`src/rtl/trx_input_arbiter_pkg.sv`:
```
// Shared types and helpers for the transceiver input arbiter: flit layout and FSM encoding.
package trx_input_arbiter_pkg;

  typedef enum logic {
    ST_IDLE = 1'b0,
    ST_BUSY = 1'b1
  } arb_state_e;

  // Flit layout, LSB first: payload, address, then one flag bit at the top.
  function automatic int bus_size(input int data_size, input int addr_size);
    return data_size + addr_size + 1;
  endfunction

  function automatic int flit_data_lsb();
    return 0;
  endfunction

  function automatic int flit_addr_lsb(input int data_size);
    return data_size;
  endfunction

  function automatic int flit_flag_bit(input int data_size, input int addr_size);
    return data_size + addr_size;
  endfunction

  function automatic int idx_width(input int req_num);
    return (req_num > 1) ? $clog2(req_num) : 1;
  endfunction

endpackage

```
`src/rtl/trx_input_arbiter_if.sv`:
```
// Bundle between router input FIFOs, the arbiter and the transceiver.
// The timeout pulse exists only when ARB_TIMEOUT_EN is defined.
interface trx_input_arbiter_if
  import trx_input_arbiter_pkg::*;
#(
  parameter int DATA_SIZE = 4,
  parameter int ADDR_SIZE = 1,
  parameter int REQ_NUM   = 5
) ();

  localparam int BUS_SIZE = bus_size(DATA_SIZE, ADDR_SIZE);

  // Handshake: a flit moves on a rising clk edge where the reader's r_req is
  // high and the matching empty flag is low; r_req against an empty FIFO is a no-op.
  logic [REQ_NUM-1:0]          fifo_empty;
  logic [BUS_SIZE*REQ_NUM-1:0] fifo_data;
  logic [REQ_NUM-1:0]          fifo_r_req;
  logic                        trx_r_req;
  logic                        trx_empty;
  logic [BUS_SIZE-1:0]         trx_data;
  logic [REQ_NUM-1:0]          gnt;
  logic                        busy;
`ifdef ARB_TIMEOUT_EN
  logic                        timeout;
`endif

  modport master (
    input  fifo_empty,
    input  fifo_data,
    input  trx_r_req,
    output fifo_r_req,
    output trx_empty,
    output trx_data,
    output gnt,
`ifdef ARB_TIMEOUT_EN
    output timeout,
`endif
    output busy
  );

  modport slave (
    output fifo_empty,
    output fifo_data,
    output trx_r_req,
    input  fifo_r_req,
    input  trx_empty,
    input  trx_data,
    input  gnt,
`ifdef ARB_TIMEOUT_EN
    input  timeout,
`endif
    input  busy
  );

endinterface

```
`src/rtl/trx_input_arbiter_rr_picker.sv`:
```
// Combinational round-robin search: first set request after i_last_idx, wrapping around.
module trx_input_arbiter_rr_picker #(
  parameter int REQ_NUM = 5,
  parameter int IDX_W   = 3
) (
  input  logic [REQ_NUM-1:0] i_req,
  input  logic [IDX_W-1:0]   i_last_idx,
  output logic               o_found,
  output logic [IDX_W-1:0]   o_idx,
  output logic [REQ_NUM-1:0] o_onehot
);

  logic [IDX_W-1:0] w_cand;

  // The previous owner is the last candidate tried, which gives the fairness order.
  always_comb begin
    o_found  = 1'b0;
    o_idx    = '0;
    o_onehot = '0;
    w_cand   = '0;
    for (int k = 1; k <= REQ_NUM; k++) begin
      w_cand = IDX_W'((int'(i_last_idx) + k) % REQ_NUM);
      if (!o_found && i_req[w_cand]) begin
        o_found          = 1'b1;
        o_idx            = w_cand;
        o_onehot[w_cand] = 1'b1;
      end
    end
  end

endmodule

```
`src/rtl/trx_input_arbiter.sv`:
```
// Round-robin arbiter sharing one transceiver input among REQ_NUM FIFOs with bursts of BURST_LEN.
// ARB_TIMEOUT_EN adds a stall counter that force-releases a grant and pulses bus.timeout.
module trx_input_arbiter
  import trx_input_arbiter_pkg::*;
#(
  parameter int DATA_SIZE = 4,
  parameter int ADDR_SIZE = 1,
  parameter int REQ_NUM   = 5,
  parameter int BURST_LEN = 4
`ifdef ARB_TIMEOUT_EN
  ,
  parameter int TIMEOUT   = 16
`endif
) (
  input  logic                 clk,
  input  logic                 a_rst,
  trx_input_arbiter_if.master  bus,
  output arb_state_e           o_state
);

  localparam int BUS_SIZE = bus_size(DATA_SIZE, ADDR_SIZE);
  localparam int IDX_W    = idx_width(REQ_NUM);
  localparam int CNT_W    = $clog2(BURST_LEN + 1);
`ifdef ARB_TIMEOUT_EN
  localparam int STALL_W  = $clog2(TIMEOUT + 1);
`endif

  arb_state_e          r_state, w_state_nxt;
  logic [REQ_NUM-1:0]  r_gnt, w_gnt_nxt;
  logic [IDX_W-1:0]    r_idx, w_idx_nxt;
  logic [IDX_W-1:0]    r_last_idx, w_last_idx_nxt;
  logic [CNT_W-1:0]    r_burst_cnt, w_burst_cnt_nxt;
`ifdef ARB_TIMEOUT_EN
  logic [STALL_W-1:0]  r_stall_cnt, w_stall_cnt_nxt;
  logic                r_timeout;
`endif
  logic                w_force;

  logic                w_found;
  logic [IDX_W-1:0]    w_pick_idx;
  logic [REQ_NUM-1:0]  w_pick_onehot;

  logic                w_active;
  logic                w_cur_empty;
  logic [BUS_SIZE-1:0] w_cur_data;
  logic                w_consume;

  trx_input_arbiter_rr_picker #(
    .REQ_NUM (REQ_NUM),
    .IDX_W   (IDX_W)
  ) u_picker (
    .i_req      (~bus.fifo_empty),
    .i_last_idx (r_last_idx),
    .o_found    (w_found),
    .o_idx      (w_pick_idx),
    .o_onehot   (w_pick_onehot)
  );

  // Reset masks the datapath in the same cycle so a mid-burst reset consumes nothing.
  assign w_active    = (r_state == ST_BUSY) && !a_rst;
  assign w_cur_empty = bus.fifo_empty[r_idx];
  assign w_cur_data  = bus.fifo_data[r_idx*BUS_SIZE +: BUS_SIZE];
  assign w_consume   = w_active && bus.trx_r_req && !w_cur_empty;

  always_comb begin
    bus.trx_empty  = 1'b1;
    bus.trx_data   = '0;
    bus.fifo_r_req = '0;
    if (w_active) begin
      bus.trx_empty  = w_cur_empty;
      bus.trx_data   = w_cur_data;
      bus.fifo_r_req = r_gnt & {REQ_NUM{bus.trx_r_req}};
    end
  end

  assign bus.gnt  = r_gnt;
  assign bus.busy = (r_state == ST_BUSY);
  assign o_state  = r_state;
`ifdef ARB_TIMEOUT_EN
  assign bus.timeout = r_timeout;
`endif

  always_comb begin
    w_state_nxt     = r_state;
    w_gnt_nxt       = r_gnt;
    w_idx_nxt       = r_idx;
    w_last_idx_nxt  = r_last_idx;
    w_burst_cnt_nxt = r_burst_cnt;
`ifdef ARB_TIMEOUT_EN
    w_stall_cnt_nxt = r_stall_cnt;
`endif
    w_force         = 1'b0;
    case (r_state)
      ST_IDLE: begin
        if (w_found) begin
          w_state_nxt     = ST_BUSY;
          w_gnt_nxt       = w_pick_onehot;
          w_idx_nxt       = w_pick_idx;
          w_burst_cnt_nxt = '0;
`ifdef ARB_TIMEOUT_EN
          w_stall_cnt_nxt = '0;
`endif
        end
      end
      ST_BUSY: begin
`ifdef ARB_TIMEOUT_EN
        // Only a live flit with no reader counts as a stall.
        if (w_consume) begin
          w_stall_cnt_nxt = '0;
        end else if (!w_cur_empty && !bus.trx_r_req) begin
          if (r_stall_cnt == STALL_W'(TIMEOUT - 1)) begin
            w_force = 1'b1;
          end else begin
            w_stall_cnt_nxt = r_stall_cnt + 1'b1;
          end
        end
`endif
        if ((w_consume && (r_burst_cnt == CNT_W'(BURST_LEN - 1))) || w_cur_empty || w_force) begin
          w_state_nxt     = ST_IDLE;
          w_gnt_nxt       = '0;
          w_last_idx_nxt  = r_idx;
          w_burst_cnt_nxt = '0;
        end else if (w_consume) begin
          w_burst_cnt_nxt = r_burst_cnt + 1'b1;
        end
      end
      default: begin
        w_state_nxt = ST_IDLE;
        w_gnt_nxt   = '0;
      end
    endcase
  end

  always_ff @(posedge clk) begin
    if (a_rst) begin
      r_state     <= ST_IDLE;
      r_gnt       <= '0;
      r_idx       <= '0;
      r_last_idx  <= IDX_W'(REQ_NUM - 1);
      r_burst_cnt <= '0;
`ifdef ARB_TIMEOUT_EN
      r_stall_cnt <= '0;
      r_timeout   <= 1'b0;
`endif
    end else begin
      r_state     <= w_state_nxt;
      r_gnt       <= w_gnt_nxt;
      r_idx       <= w_idx_nxt;
      r_last_idx  <= w_last_idx_nxt;
      r_burst_cnt <= w_burst_cnt_nxt;
`ifdef ARB_TIMEOUT_EN
      r_stall_cnt <= w_stall_cnt_nxt;
      r_timeout   <= w_force;
`endif
    end
  end

endmodule
```
`src/flat_wrapper.sv`:
```
// flat-port wrapper written by rule: the top's interface ports become plain ports
module trx_input_arbiter_flat import trx_input_arbiter_pkg::*;
#(
  parameter int DATA_SIZE = 4,
  parameter int ADDR_SIZE = 1,
  parameter int REQ_NUM   = 5,
  parameter int BURST_LEN = 4

)
  (clk, a_rst, o_state, bus_fifo_empty, bus_fifo_data, bus_trx_r_req, bus_fifo_r_req, bus_trx_empty, bus_trx_data, bus_gnt, bus_busy);
  trx_input_arbiter_if #(.DATA_SIZE(DATA_SIZE), .ADDR_SIZE(ADDR_SIZE), .REQ_NUM(REQ_NUM)) bus_i ();
  input  logic clk;
  input  logic a_rst;
  output arb_state_e o_state;
  input wire logic [$bits(bus_i.fifo_empty)-1:0] bus_fifo_empty;
  input wire logic [$bits(bus_i.fifo_data)-1:0] bus_fifo_data;
  input wire logic [$bits(bus_i.trx_r_req)-1:0] bus_trx_r_req;
  output wire logic [$bits(bus_i.fifo_r_req)-1:0] bus_fifo_r_req;
  output wire logic [$bits(bus_i.trx_empty)-1:0] bus_trx_empty;
  output wire logic [$bits(bus_i.trx_data)-1:0] bus_trx_data;
  output wire logic [$bits(bus_i.gnt)-1:0] bus_gnt;
  output wire logic [$bits(bus_i.busy)-1:0] bus_busy;
  assign bus_i.fifo_empty = bus_fifo_empty;
  assign bus_i.fifo_data = bus_fifo_data;
  assign bus_i.trx_r_req = bus_trx_r_req;
  assign bus_fifo_r_req = bus_i.fifo_r_req;
  assign bus_trx_empty = bus_i.trx_empty;
  assign bus_trx_data = bus_i.trx_data;
  assign bus_gnt = bus_i.gnt;
  assign bus_busy = bus_i.busy;
  trx_input_arbiter #(.DATA_SIZE(DATA_SIZE), .ADDR_SIZE(ADDR_SIZE), .REQ_NUM(REQ_NUM), .BURST_LEN(BURST_LEN)) u_core (.clk(clk), .a_rst(a_rst), .bus(bus_i), .o_state(o_state));
endmodule
```
`config.mk`:
```
export PLATFORM = sky130hd
export DESIGN_NAME = trx_input_arbiter_flat
export DESIGN_NICKNAME = d
export VERILOG_FILES = /design/src/rtl/trx_input_arbiter_pkg.sv /design/src/rtl/trx_input_arbiter_if.sv /design/src/rtl/trx_input_arbiter_rr_picker.sv /design/src/rtl/trx_input_arbiter.sv /design/src/flat_wrapper.sv
export SDC_FILE = /design/constraint.sdc
export NUM_CORES = 1
export LEC_CHECK = 0
export CAP_MARGIN = 20
export CORE_ASPECT_RATIO = 1.2
export CORE_MARGIN = 2
export CORE_UTILIZATION = 37
export CTS_BUF_LIST = sky130_fd_sc_hd__clkbuf_8
export CTS_CLUSTER_DIAMETER = 120
export DETAILED_ROUTE_END_ITERATION = 8
export MAX_ROUTING_LAYER = met4
export PLACE_DENSITY = 0.7
export SLEW_MARGIN = 20
export SYNTH_ARGS = -nofsm -noshare
export SYNTH_HDL_FRONTEND = slang
export SYNTH_SLANG_ARGS = --single-unit
```
`constraint.sdc`:
```
create_clock -name clk -period 13.7 [get_ports clk]
set_input_delay 2.74 -clock clk [delete_from_list [all_inputs] [get_ports clk]]
set_output_delay 2.74 -clock clk [all_outputs]
set_load 0.01 [all_outputs]
```
==> metrics.csv, run 1 <==
stage,metric,value,unit
synth,Syn Nets,463,
synth,ys async rst share,0,%
place,# port buffers,56,
finish,"most common cell after layout, fill and taps aside",clkdlybuf4s50_1,
clocking,TritonCTS clock tree,built,
clocking,CTS buffer count,3,
clocking,postcts setup bufs,0,
synth,"Distinct cells, synth",81,
grt,first-pass GRT wire length,14300,um
synth,register area share after synthesis,9.96,%
synth,multiplexer area fraction after synthesis,11.5,%
timing,Worst Tran Pin Value,678,ps
timing,clock skew,5.62,ps
floorplanning,die width,86.4,um
finish,post-route cell area,3650,um2
detailed_routing,DR pass1 iterations,6,
synth,largest family of logic cells by synthesized area,simple AND/OR/NAND/NOR gates,
timing,unrepaired setup endpoints after global routing,no,
detailed_routing,DRT antenna net count,0,
clocking,Root Driver,clkbuf_8,
timing,final setup violating endpoints,0,
clocking,Clock Latency Late Sink,250,ps
grt,"Remaining Overflow, GRT",0,
grt,vias in the first global route,3009,
timing,minimum clock period,7480,ps
synth,Syn. warnings,0,
synth,adder-cell area share of the yosys netlist,12.7,%
setup_path,WP data required,10960,ps
setup_path,Worst Setup Start Kind,input pin,
finish,share of layout cells above drive strength 1,8.05,%
timing,endpoints failing hold,0,
finish,most frequent cells in the layout,"clkdlybuf4s50_1 (56), a21oi_1 (32), ha_1 (29), nor2_1 (26), inv_1 (25)",
setup_path,CP Class,in -> out,
clocking,Num Clock Sinks,15,
setup_path,crit-path max FO,12,
place,DP Area,3600,um2
power,Leak,1.38,nW
grt,number of antenna violations at the first check in global routing,0,
finish,nets,504,
floorplanning,Core ar.,8020,um2
finish,Post-Layout Cell Count,530,
synth,Post-Synth XOR/XNOR Area,3.24,%
timing,period utilization,54.6,%
place,routability congestion estimate,0.911,
detailed_routing,Remaining DRCs,1,
timing,Max Fclk,134,MHz
grt,GRT Util Overall,20.2,%
setup_path,WP data arrival,4740,ps
clocking,Resized cells post-CTS,0,
floorplanning,Core Rows,36,
flow_run,MaxCap Viol Count,0,
detailed_routing,drt wl/cell,16.4,um
synth,"EDFF count, synth",0,
setup_path,Critical Path End Type,output pin,
synth,synthesized cell area,3010,um2
synth,Synth Area in Compound Gates,27.5,%
clocking,Clock Path Buffers,2,
detailed_routing,Initial DRC Count,163,
finish,Reg area,300,um2
synth,Synth Area in Simple Gates,28.3,%
power,P per Cell Area,139,nW/um2
timing,Slew Limit Fails,0,
clocking,H-tree depth,1,
status,failing checks,design-rule violations,
min_path,Worst Hold Class,reg -> reg,
timing,Slew HR,54.8,%
synth,cell count after synthesis,395,
finish,number of fill cells in the layout,835,
synth,"Primary FF master, synth",dfxtp_1,
detailed_routing,drt via density,6.06,
detailed_routing,via count,3211,
power,Tot Pwr,507,uW
synth,register bit total from synthesis,15,
finish,antenna cells,0,
floorplanning,Starting Density,37.6,%
place,DP Worst Slack,6230,ps
synth,syn_area_per_cell,7.63,um2
status,status,finished with violations,
finish,area of the multi-input gates,2510,um2
floorplanning,Die Y,103,um
grt,largest net degree at the start of global routing,33,
floorplanning,Top Ports,57,
detailed_routing,WL final,8680,um
clocking,CTS Hold Buffers Added,0,
floorplanning,total die area,8890,um2
place,cell count after placement,526,
finish,Final Util,45.5,%
timing,Final WS setup,6220,ps
timing,WHS,492,ps
finish,synthesis-to-finish area growth,21.0,%
place,Post-DP HPWL,7010,um
timing,Total Neg Setup Slack,0,ps
clocking,Worst-path clk slew,60,ps
power,VDD IR max,0.0000588,V
## per-layer routing
metal / vias to the layer above / global-route usage (%) / wire length [um]
li1: 1568 / - / -
met1: 1513 / 24.2 / 3730
met2: 111 / 35.4 / 4220
met3: 19 / 2.64 / 538
met4: 0 / 5.53 / 187
met5: - / - / 0
## kinds of logic after synthesis
logic type,count (synthesis)
fa+ha+maj,30
simple gates,152
mux,25
compound gates,115
flops,15
buf+inv,49
xor+xnor,9
## synth_stat cells (3+ instances only)
master    count  area [um2]
a32oi_1       3        26.3
or3_1         7        43.8
o21ai_0      14        70.1
o21a_1        4        30.0
dfxtp_1      15         300
a21o_1        3        22.5
nand2_1      23        86.3
a311oi_1      4        35.0
a21oi_1      32         160
nor4_1        7        43.8
mux4_2        7         158
o21ai_1       4        20.0
nor2b_1       3        18.8
and3_1       10        62.6
a211oi_1      8        60.1
buf_2         5        25.0
a21boi_0      3        22.5
o211ai_1      4        30.0
xnor2_1       7        61.3
nand2b_1     20         125
mux2_2        4        45.0
ha_1         29         363
a211o_1       3        26.3
mux2i_1      12         120
o221ai_1      3        26.3
a31oi_1       4        25.0
nor3_1       14        70.1
clkbuf_1     12        45.0
nand3_1      14        70.1
inv_1        25        93.8
nor2_1       26        97.6
and2_1        3        18.8
## where the power goes
group          leakage (nW)  switching, mW  internal [mW]
Clock                0.0255         0.0153         0.0201
Sequential            0.123         0.0210         0.0546
Combinational          1.23          0.224          0.173
## state kept, by name (all words and copies together) (netlist names)
| register | flops |
|---|---|
| u_core.r_burst_cnt | 3 |
| u_core.r_last_idx | 3 |
| u_core.bus.gnt | 5 |
| u_core.bus.busy | 1 |
| u_core.r_idx | 3 |
## final timing paths
kind | start | to | slack (ps) | cells past startpoint
max | bus_fifo_empty[0] | bus_trx_empty | 6220 | 6
min | u_core.r_burst_cnt[1] | u_core.r_burst_cnt[1] | 490 | 2
max reg2reg | u_core.r_last_idx[1] | u_core.r_burst_cnt[2] | 7430 | 19
min reg2reg | u_core.r_burst_cnt[1] | u_core.r_burst_cnt[1] | 490 | 2
## cell type report
cell class,count,share of cell area (%)
Clock buffer,3,1.13
Clock inverter,1,0.137
Inverter,28,2.88
Multi-Input combinational cell,331,68.8
Sequential cell,15,8.23
Tap cell,95,3.26
Timing Repair Buffer,57,15.6
## critical path, stage by stage
cell	delay [ps]
clkdlybuf4s50_1	620
mux4_2	550
inv_1	80
o21a_1	150
nand2_1	90
clkdlybuf4s50_1	510
(Power assumes the default switching activity.)
==> run 2: changes to the inputs <==
--- a/config.mk
+++ b/config.mk
@@ -13,7 +13,7 @@
 export CTS_CLUSTER_DIAMETER = 120
 export DETAILED_ROUTE_END_ITERATION = 8
 export MAX_ROUTING_LAYER = met4
-export PLACE_DENSITY = 0.7
+export PLACE_DENSITY = 0.72
 export SLEW_MARGIN = 20
 export SYNTH_ARGS = -nofsm -noshare
 export SYNTH_HDL_FRONTEND = slang
==> constraint.sdc (replaced) <==
create_clock -name clk -period 6.4 [get_ports clk]
set_input_delay 1.28 -clock clk [delete_from_list [all_inputs] [get_ports clk]]
set_output_delay 1.28 -clock clk [all_outputs]
set_load 0.01 [all_outputs]
==> run 2 against run 1 <==
Against the previous run:
- the run now ends clean
- worst setup slack got worse by 5300 ps
- critical path depth grew 14
- global-route usage shrank 1.3 points
- sequential share of layout area barely moved
- critical path type is now reg -> reg
- critical endpoint is now u_core.r_burst_cnt[0]
- largest cell class unchanged
==> metrics.csv, run 2 (synthesized netlist as in run 1, its figures left out) <==
stage,metric,value,unit
timing,endpoints failing hold,0,
power,Seq pwr share,14.8,%
setup_path,Worst R2R End,u_core.r_burst_cnt[0],
place,routability congestion estimate,0.895,
detailed_routing,WL final,8420,um
clocking,Resized cells post-CTS,0,
detailed_routing,Initial DRC Count,189,
floorplanning,Core Rows,36,
timing,period utilization,86.0,%
detailed_routing,Remaining DRCs,0,
floorplanning,Starting Density,37.6,%
clocking,Clock Path Buffers,2,
floorplanning,Die Y,103,um
timing,Worst Tran Pin Value,700,ps
timing,Slew Limit Fails,0,
detailed_routing,drt via density,5.97,
power,Int Pwr,534,uW
timing,unrepaired setup endpoints after global routing,no,
timing,WHS,481,ps
floorplanning,total die area,8890,um2
clocking,TritonCTS clock tree,built,
clocking,Clock Latency Late Sink,240,ps
setup_path,"slowest stage delay, CP",500,ps
setup_path,R2R depth,20,
clocking,CTS buffer count,3,
timing,minimum clock period,5510,ps
detailed_routing,drt wl/cell,15.8,um
power,clock network fraction of total power,6.8,%
finish,number of flip-flops under the largest register name,5,
setup_path,Critical Path End Type,register,
min_path,Hold Path Origin,u_core.r_burst_cnt[1],
power,Gate power share,78.4,%
grt,"Remaining Overflow, GRT",0,
finish,Final Util,45.8,%
clocking,CTS Hold Buffers Added,0,
finish,antenna cells,0,
floorplanning,Core ar.,8020,um2
finish,share of layout cells above drive strength 1,8.45,%
setup_path,WP buf/inv,3,
clocking,Root Driver,clkbuf_8,
timing,Max Fclk,182,MHz
setup_path,WP data arrival,5640,ps
place,Post-DP HPWL,6640,um
flow_run,MaxCap Viol Count,0,
power,VDD IR max,0.000114,V
detailed_routing,DR pass1 iterations,4,
timing,Slew HR,53.3,%
setup_path,Worst path top cell family by delay,compound AO/OA/AOI/OAI gates,
setup_path,reg2reg setup slack,890,ps
setup_path,"Cell Chain, Critical Path","inv_1, ha_1, xnor2_1, inv_1, ha_1, or3b_2, o22ai_1, a21oi_1, inv_1, ha_1, nor2b_1, o21ai_0, o221ai_1, mux2i_1, o311a_1, o21a_1, and3_4, a21oi_2, a221o_1, mux2_1",
clocking,Worst-path clk slew,60,ps
grt,first-pass GRT wire length,13500,um
finish,synthesis-to-finish area growth,21.7,%
timing,Final WS setup,893,ps
power,switching portion of total power,51.0,%
grt,vias in the first global route,2914,
setup_path,Worst path slowest cell,dfxtp_1,
power,switching power total,556,uW
grt,number of antenna violations at the first check in global routing,0,
detailed_routing,DRT antenna net count,0,
setup_path,RR Startpoint,u_core.r_last_idx[1],
setup_path,crit-path max FO,9,
place,DP Worst Slack,925,ps
min_path,Worst Hold Class,reg -> reg,
floorplanning,die width,86.4,um
power,Tot Pwr,1.09,mW
timing,Total Neg Setup Slack,0,ps
clocking,H-tree depth,1,
clocking,Num Clock Sinks,15,
power,P per Cell Area,297,nW/um2
detailed_routing,via count,3181,
finish,most frequent cells in the layout,"clkdlybuf4s50_1 (56), a21oi_1 (32), ha_1 (29), nor2_1 (26), inv_1 (26)",
timing,final setup violating endpoints,0,
status,status,completed,
finish,"most common cell after layout, fill and taps aside",clkdlybuf4s50_1,
min_path,Hold EP,u_core.r_burst_cnt[1],
timing,clock skew,2.09,ps
setup_path,WP data required,6530,ps
setup_path,Worst Setup Start Kind,register,
place,# port buffers,56,
setup_path,Crit. path cell count,20,
setup_path,CP Class,reg -> reg,
grt,GRT Util Overall,18.8,%
floorplanning,Top Ports,57,
power,Leak,1.39,nW
clocking,postcts setup bufs,0,
grt,largest net degree at the start of global routing,30,
min_path,hold path cells,2,
finish,nets,507,
finish,number of fill cells in the layout,812,
[run 2: per-stage QoR]
step                area, um2  cells
CTS                      3670    533
finish                   3670    533
floorplan                3010    395
detailed placement       3620    529
global route             3670    533
global placement         3620    529
[run 2: final cells by class]
| cell class | count | area [um2] | share of cell area [%] |
|---|---|---|---|
| Multi-Input combinational cell | 331 | 2510 | 68.4 |
| Timing Repair Buffer | 60 | 591 | 16.1 |
| Sequential cell | 15 | 300 | 8.19 |
| Tap cell | 95 | 119 | 3.24 |
| Inverter | 28 | 105 | 2.86 |
| Clock buffer | 3 | 41.3 | 1.13 |
| Clock inverter | 1 | 3.75 | 0.102 |
[run 2: per-layer routing]
metal	vias to the layer above	track usage, %	wire (um)
met5	-	-	0
li1	1571	-	-
met3	10	2.24	616
met2	136	32.6	4070
met4	0	5.29	100
met1	1464	23.1	3640
[run 2: worst max path at each step]
stage | slack (ps) | endpoint | from
floorplan | 670 | u_core.r_burst_cnt[0] | u_core.r_last_idx[0]
global placement | 1190 | u_core.r_burst_cnt[0] | u_core.r_last_idx[1]
detailed placement | 920 | u_core.r_burst_cnt[0] | u_core.r_last_idx[1]
CTS | 920 | u_core.r_burst_cnt[0] | u_core.r_last_idx[1]
global route | 370 | u_core.bus.gnt[0] | u_core.r_last_idx[1]
finish | 890 | u_core.r_burst_cnt[0] | u_core.r_last_idx[1]
[run 2: worst register-to-register path, stage by stage, from the launching register on]
cell and delay, ps:
dfxtp_1 500, inv_1 230, ha_1 330, xnor2_1 320
inv_1 160, ha_1 260, or3b_2 440, o22ai_1 180
a21oi_1 110, inv_1 90, ha_1 160, nor2b_1 120
o21ai_0 80, o221ai_1 450, mux2i_1 460, o311a_1 270
o21a_1 280, and3_4 240, a21oi_2 60, a221o_1 340
mux2_1 320
[run 2: power by group through the flow]
stage / Combinational [mW] / Clock (mW) / Sequential, mW
6_report: 0.855 / 0.0743 / 0.161
4_1_cts: 0.847 / 0.0773 / 0.162
5_1_grt: 0.934 / 0.0816 / 0.168
3_5_place_dp: 0.841 / 0 / 0.163
3_3_place_gp: 0.827 / 0 / 0.162
2_1_floorplan: 0.650 / 0 / 0.142
==> run 3: changes to the inputs <==
--- a/config.mk
+++ b/config.mk
@@ -18,3 +18,4 @@
 export SYNTH_ARGS = -nofsm -noshare
 export SYNTH_HDL_FRONTEND = slang
 export SYNTH_SLANG_ARGS = --single-unit
+export TNS_END_PERCENT = 5
==> results of run 3 <==
Same layout as run 2: the final DEF is identical, and so are final timing and power.
==> edit 1: new RTL, settings of run 3 <==
`DATA_SIZE` is set to 4 in 3 places; all go to 8.
--- a/src/rtl/trx_input_arbiter_if.sv
+++ b/src/rtl/trx_input_arbiter_if.sv
@@ -5,3 +5,3 @@
 #(
-  parameter int DATA_SIZE = 4,
+  parameter int DATA_SIZE = 8,
   parameter int ADDR_SIZE = 1,
--- a/src/rtl/trx_input_arbiter.sv
+++ b/src/rtl/trx_input_arbiter.sv
@@ -5,3 +5,3 @@
 #(
-  parameter int DATA_SIZE = 4,
+  parameter int DATA_SIZE = 8,
   parameter int ADDR_SIZE = 1,
--- a/src/flat_wrapper.sv
+++ b/src/flat_wrapper.sv
@@ -3,3 +3,3 @@
 #(
-  parameter int DATA_SIZE = 4,
+  parameter int DATA_SIZE = 8,
   parameter int ADDR_SIZE = 1,
Interface: changed (resized bus_fifo_data and bus_trx_data); port bits go from 57 to 81. The function was not compared with the original's and may differ.
==> edit 1 against run 3 <==
  * Global-route usage is 0.96 points higher
  * Highest routed layer unchanged
  * Setup slack worse by 0.046 ns
  * Cell count is 9.0% higher
  * Sequential power is 6% higher
  * Routed wire length is 14% higher
  * Design area is 12% higher
  * First-iteration DRC count is 7.4% lower
  * Critical endpoint unchanged
  * Count of clock-buffer cells in the layout stayed put
  * Power is 30% higher
  * Maximum frequency is 0.82% lower
  * Sequential cell count stayed put
  * Synthesized area is 5.9% higher
  * Non-clock buffer count is 23 higher
  * Sequential share of layout area is 0.86 points lower
==> edit 1: results (changes against run 3) <==
set qor(status) {finished, final reports clean}
set qor(area_share_nonclk_buffers_pct) 20.1 ;# +4.0 points
set qor(route.detailed.vias_per_inst) 5.86 ;# -1.8%
set qor(io_buffers) 80 ;# +43%
set qor(layout.filler_cells) 854 ;# +5.2%
set qor(post_synthesis_share_of_cell_area_spent_on_full_adders_half_adders_and_majority_gates_pct) 11.3 ;# -1.4 points
set qor(signal_buffers) 83 ;# +38%
set qor(grt_pass1_wl_mm) 14.8 ;# +9.6%
set qor(clkCellAreaFrac_pct) 1.10 ;# -0.13 points
set qor(grt_max_degree) 32 ;# +6.7%
set qor(first_global_vias) 3187 ;# +9.4%
set qor(max_stage_delay_ns) 0.84 ;# +0.34 ns
set qor(slowest_cell_on_the_critical_path) {o41ai_4}
set qor(register_to_register_path_depth) 17 ;# -15%
set qor(post_drt_wl_per_cell_um) 16.5 ;# +4.4%
set qor(synth_area_per_cell_um2) 7.94 ;# +4.0%
set qor(yosys-top-cells-count) {nor2_1 (42), ha_1 (28), inv_1 (27), a21oi_1 (26), clkbuf_1 (17)}
set qor(dr.pass1.iters) 5 ;# +1
set qor(non_clock_inverter_count) 29 ;# +3.6%
set qor(placed_cells) 577 ;# +9.1%
set qor(synth_compound_area_share_pct) 30.2 ;# +2.6 points
set qor(final_weighted_congestion_in_routability_driven_placement) 0.959 ;# +7.2%
set qor(dp.final_hpwl_mm) 7.65 ;# +15%
set qor(p_int_uw) 690 ;# +29%
set qor(globalRouteTotalUtil_pct) 19.8 ;# +0.96 points
set qor(cellLeakagePower_uw) 0.00154 ;# +10%
set qor(reg2reg_slack_ns) 0.85 ;# -0.05 ns
edit 1: worst min-delay path by stage:
stage                          from               to  slack (ns)  depth (start not counted)
CTS                 u_core.r_idx[2]  u_core.r_idx[2]        0.48                          2
global placement    u_core.r_idx[2]  u_core.r_idx[2]        0.44                          2
global route        u_core.r_idx[2]  u_core.r_idx[2]        0.50                          2
detailed placement  u_core.r_idx[2]  u_core.r_idx[2]        0.47                          2
finish              u_core.r_idx[2]  u_core.r_idx[2]        0.48                          2
floorplan           u_core.r_idx[2]  u_core.r_idx[2]        0.44                          2
edit 1: power by group through the flow:
stage / combinational [uW] / sequential [uW] / clock [uW]
final: 1170 / 170 / 76.5
after global routing: 1290 / 175 / 81.4
after CTS: 1170 / 171 / 76.8
after floorplan: 914 / 144 / 0
after global placement: 1140 / 171 / 0
after detailed placement: 1160 / 173 / 0
edit 1: logic make-up after synthesis:
family | count (synthesis)
buffers and inverters | 54
XOR/XNOR | 10
multiplexers | 30
AND/OR/NAND/NOR | 143
AO/OA/AOI/OAI | 121
adder cells (fa/ha/maj) | 29
flip-flops | 15
edit 1: per-layer routing:
layer / part of all wire (%) / track usage (%) / vias to the layer above
met3: 10 / 3.05 / 8
met1: 39 / 22.5 / 1597
met4: 0.92 / 3.68 / 0
li1: - / - / 1663
met2: 50 / 36.1 / 136
met5: 0 / - / -
edit 1: metrics by stage:
step                      worst slack [ns]  total power (uW)  cell area (um^2)  utilization (%)  hold slack [ns]
after global routing                 0.301              1540              4100             48.4            0.497
after global placement                1.07              1320              4050             47.9            0.442
after floorplan                       1.07              1060              3190                -            0.436
after detailed placement             0.870              1330              4050             47.9            0.466
final                                0.847              1420              4100             48.4            0.476
after CTS                            0.866              1410              4100             48.4            0.475
==> edit 2: new RTL, flow settings as in run 3 <==
Without the edit above. Make the reset (`a_rst`) asynchronous in one clocked block.
--- a/src/rtl/trx_input_arbiter.sv
+++ b/src/rtl/trx_input_arbiter.sv
@@ -133,3 +133,3 @@
 
-  always_ff @(posedge clk) begin
+  always_ff @(posedge clk or posedge a_rst) begin
     if (a_rst) begin
Formal check against the unedited RTL: differs if a_rst is asserted again (counterexample within 4 cycles, from zero or initial values and one cycle with a_rst high); with a_rst held inactive, the same outputs for 4 cycles.
==> edit 2 against run 3 <==
  * Sequential cell count stayed put
  * Non-clock buffer count grew 1
  * Critical endpoint is now u_core.r_burst_cnt[1]
  * Setup slack worse by 0.23 ns
  * First-iteration DRC count grew 13%
  * Synthesized area barely moved
  * Clock skew grew 0.0062 ns
  * Design area increased by 0.48%
  * Routed wire length rose by 1.0%
Power is left out: the tool's default activity adds up to more than one toggle a clock period on the data nets, which glitch-free logic cannot reach.
==> edit 2: results (changes against run 3) <==
set qor(layout.filler_cells) 797 ;# -1.8%
set qor(detail_route.wirelength_mm) 8.51 ;# +1.0%
set qor(grt_max_degree) 20 ;# -33%
set qor(via_count) 3085 ;# -3.0%
set qor(whs_path_depth) 1 ;# -1
set qor(synth_async_sr_flop_share_pct) 100 ;# +100 points
set qor(slowest_cell_on_the_critical_path) {ha_1}
set qor(cp-startpoint) {u_core.r_last_idx[1]}
set qor(placed_cells) 524 ;# -0.95%
set qor(postPlaceCellArea_um2) 3640 ;# +0.45%
set qor(final_net_count) 502 ;# -0.99%
set qor(max_stage_delay_ns) 0.74 ;# +0.24 ns
set qor(signal_buffers) 61 ;# +1.7%
set qor(hp-start) {u_core.r_burst_cnt[2]}
set qor(final.hold.worst_slack_ns) 0.518 ;# +0.0368 ns
set qor(grt_pass1_wl_mm) 14.0 ;# +4.2%
set qor(synth_cells) 386 ;# -2.3%
set qor(top_cells_by_area_in_the_synthesized_netlist) {ha_1 (12%), dfrtp_1 (12%), nand2_1 (4.9%), mux4_2 (4.5%), a21oi_1 (3.7%)}
set qor(critical_path.reg2reg.endpoint) {u_core.r_burst_cnt[1]}
set qor(synth_fp_nets) 454 ;# -1.9%
set qor(globalRouteTotalUtil_pct) 19.9 ;# +1.0 points
set qor(yosys-top-cells-count) {nand2_1 (39), ha_1 (29), inv_1 (29), a21oi_1 (22), nor2_1 (22)}
set qor(num-multi-input-gates) 322 ;# -2.7%
set qor(seq_cell_count) 15 ;# unchanged
set qor(largest_driver_fanout_on_the_critical_path) 19 ;# +10
set qor(initial_detailed_routing_violation_count) 214 ;# +13%
set qor(synth_cell_type_count) 78 ;# -3.7%
set qor(reg2reg_slack_ns) 0.66 ;# -0.23 ns
set qor(dp.final_hpwl_mm) 6.83 ;# +2.8%
set qor(status) {finished, final reports clean}
set qor(setup_slack_ns) 0.664 ;# -0.229 ns
set qor(non_clock_inverter_count) 31 ;# +11%
set qor(placement.setup.worst_slack_ns) 0.737 ;# -0.188 ns
[edit 2: cell types whose count changed after synthesis, moves of 7 or more]
| cell | delta |
|---|---|
| nand2_1 | +16 |
| dfxtp_1 | -15 |
| dfrtp_1 | +14 |
| nand2b_1 | -12 |
| a21oi_1 | -10 |
| o21ai_0 | +7 |
[edit 2: kinds of logic after synthesis]
kind of cell             Yosys count  share of synthesized area, %
AO/OA/AOI/OAI                    118                          29.2
buffers and inverters             49                          6.85
adder cells (fa/ha/maj)           30                          12.7
multiplexers                      18                          8.64
AND/OR/NAND/NOR                  146                          26.7
XOR/XNOR                          10                          3.41
flip-flops                        15                          12.5
[edit 2: per-layer routing]
layer / wire length (um) / share of wire [%] / GRT usage (%) / vias to the layer above
li1: - / - / - / 1540
met1: 3590 / 42 / 22.7 / 1418
met2: 4340 / 51 / 35.1 / 99
met3: 347 / 4.1 / 2.40 / 28
met4: 236 / 2.8 / 7.93 / 0
met5: 0 / 0 / - / -
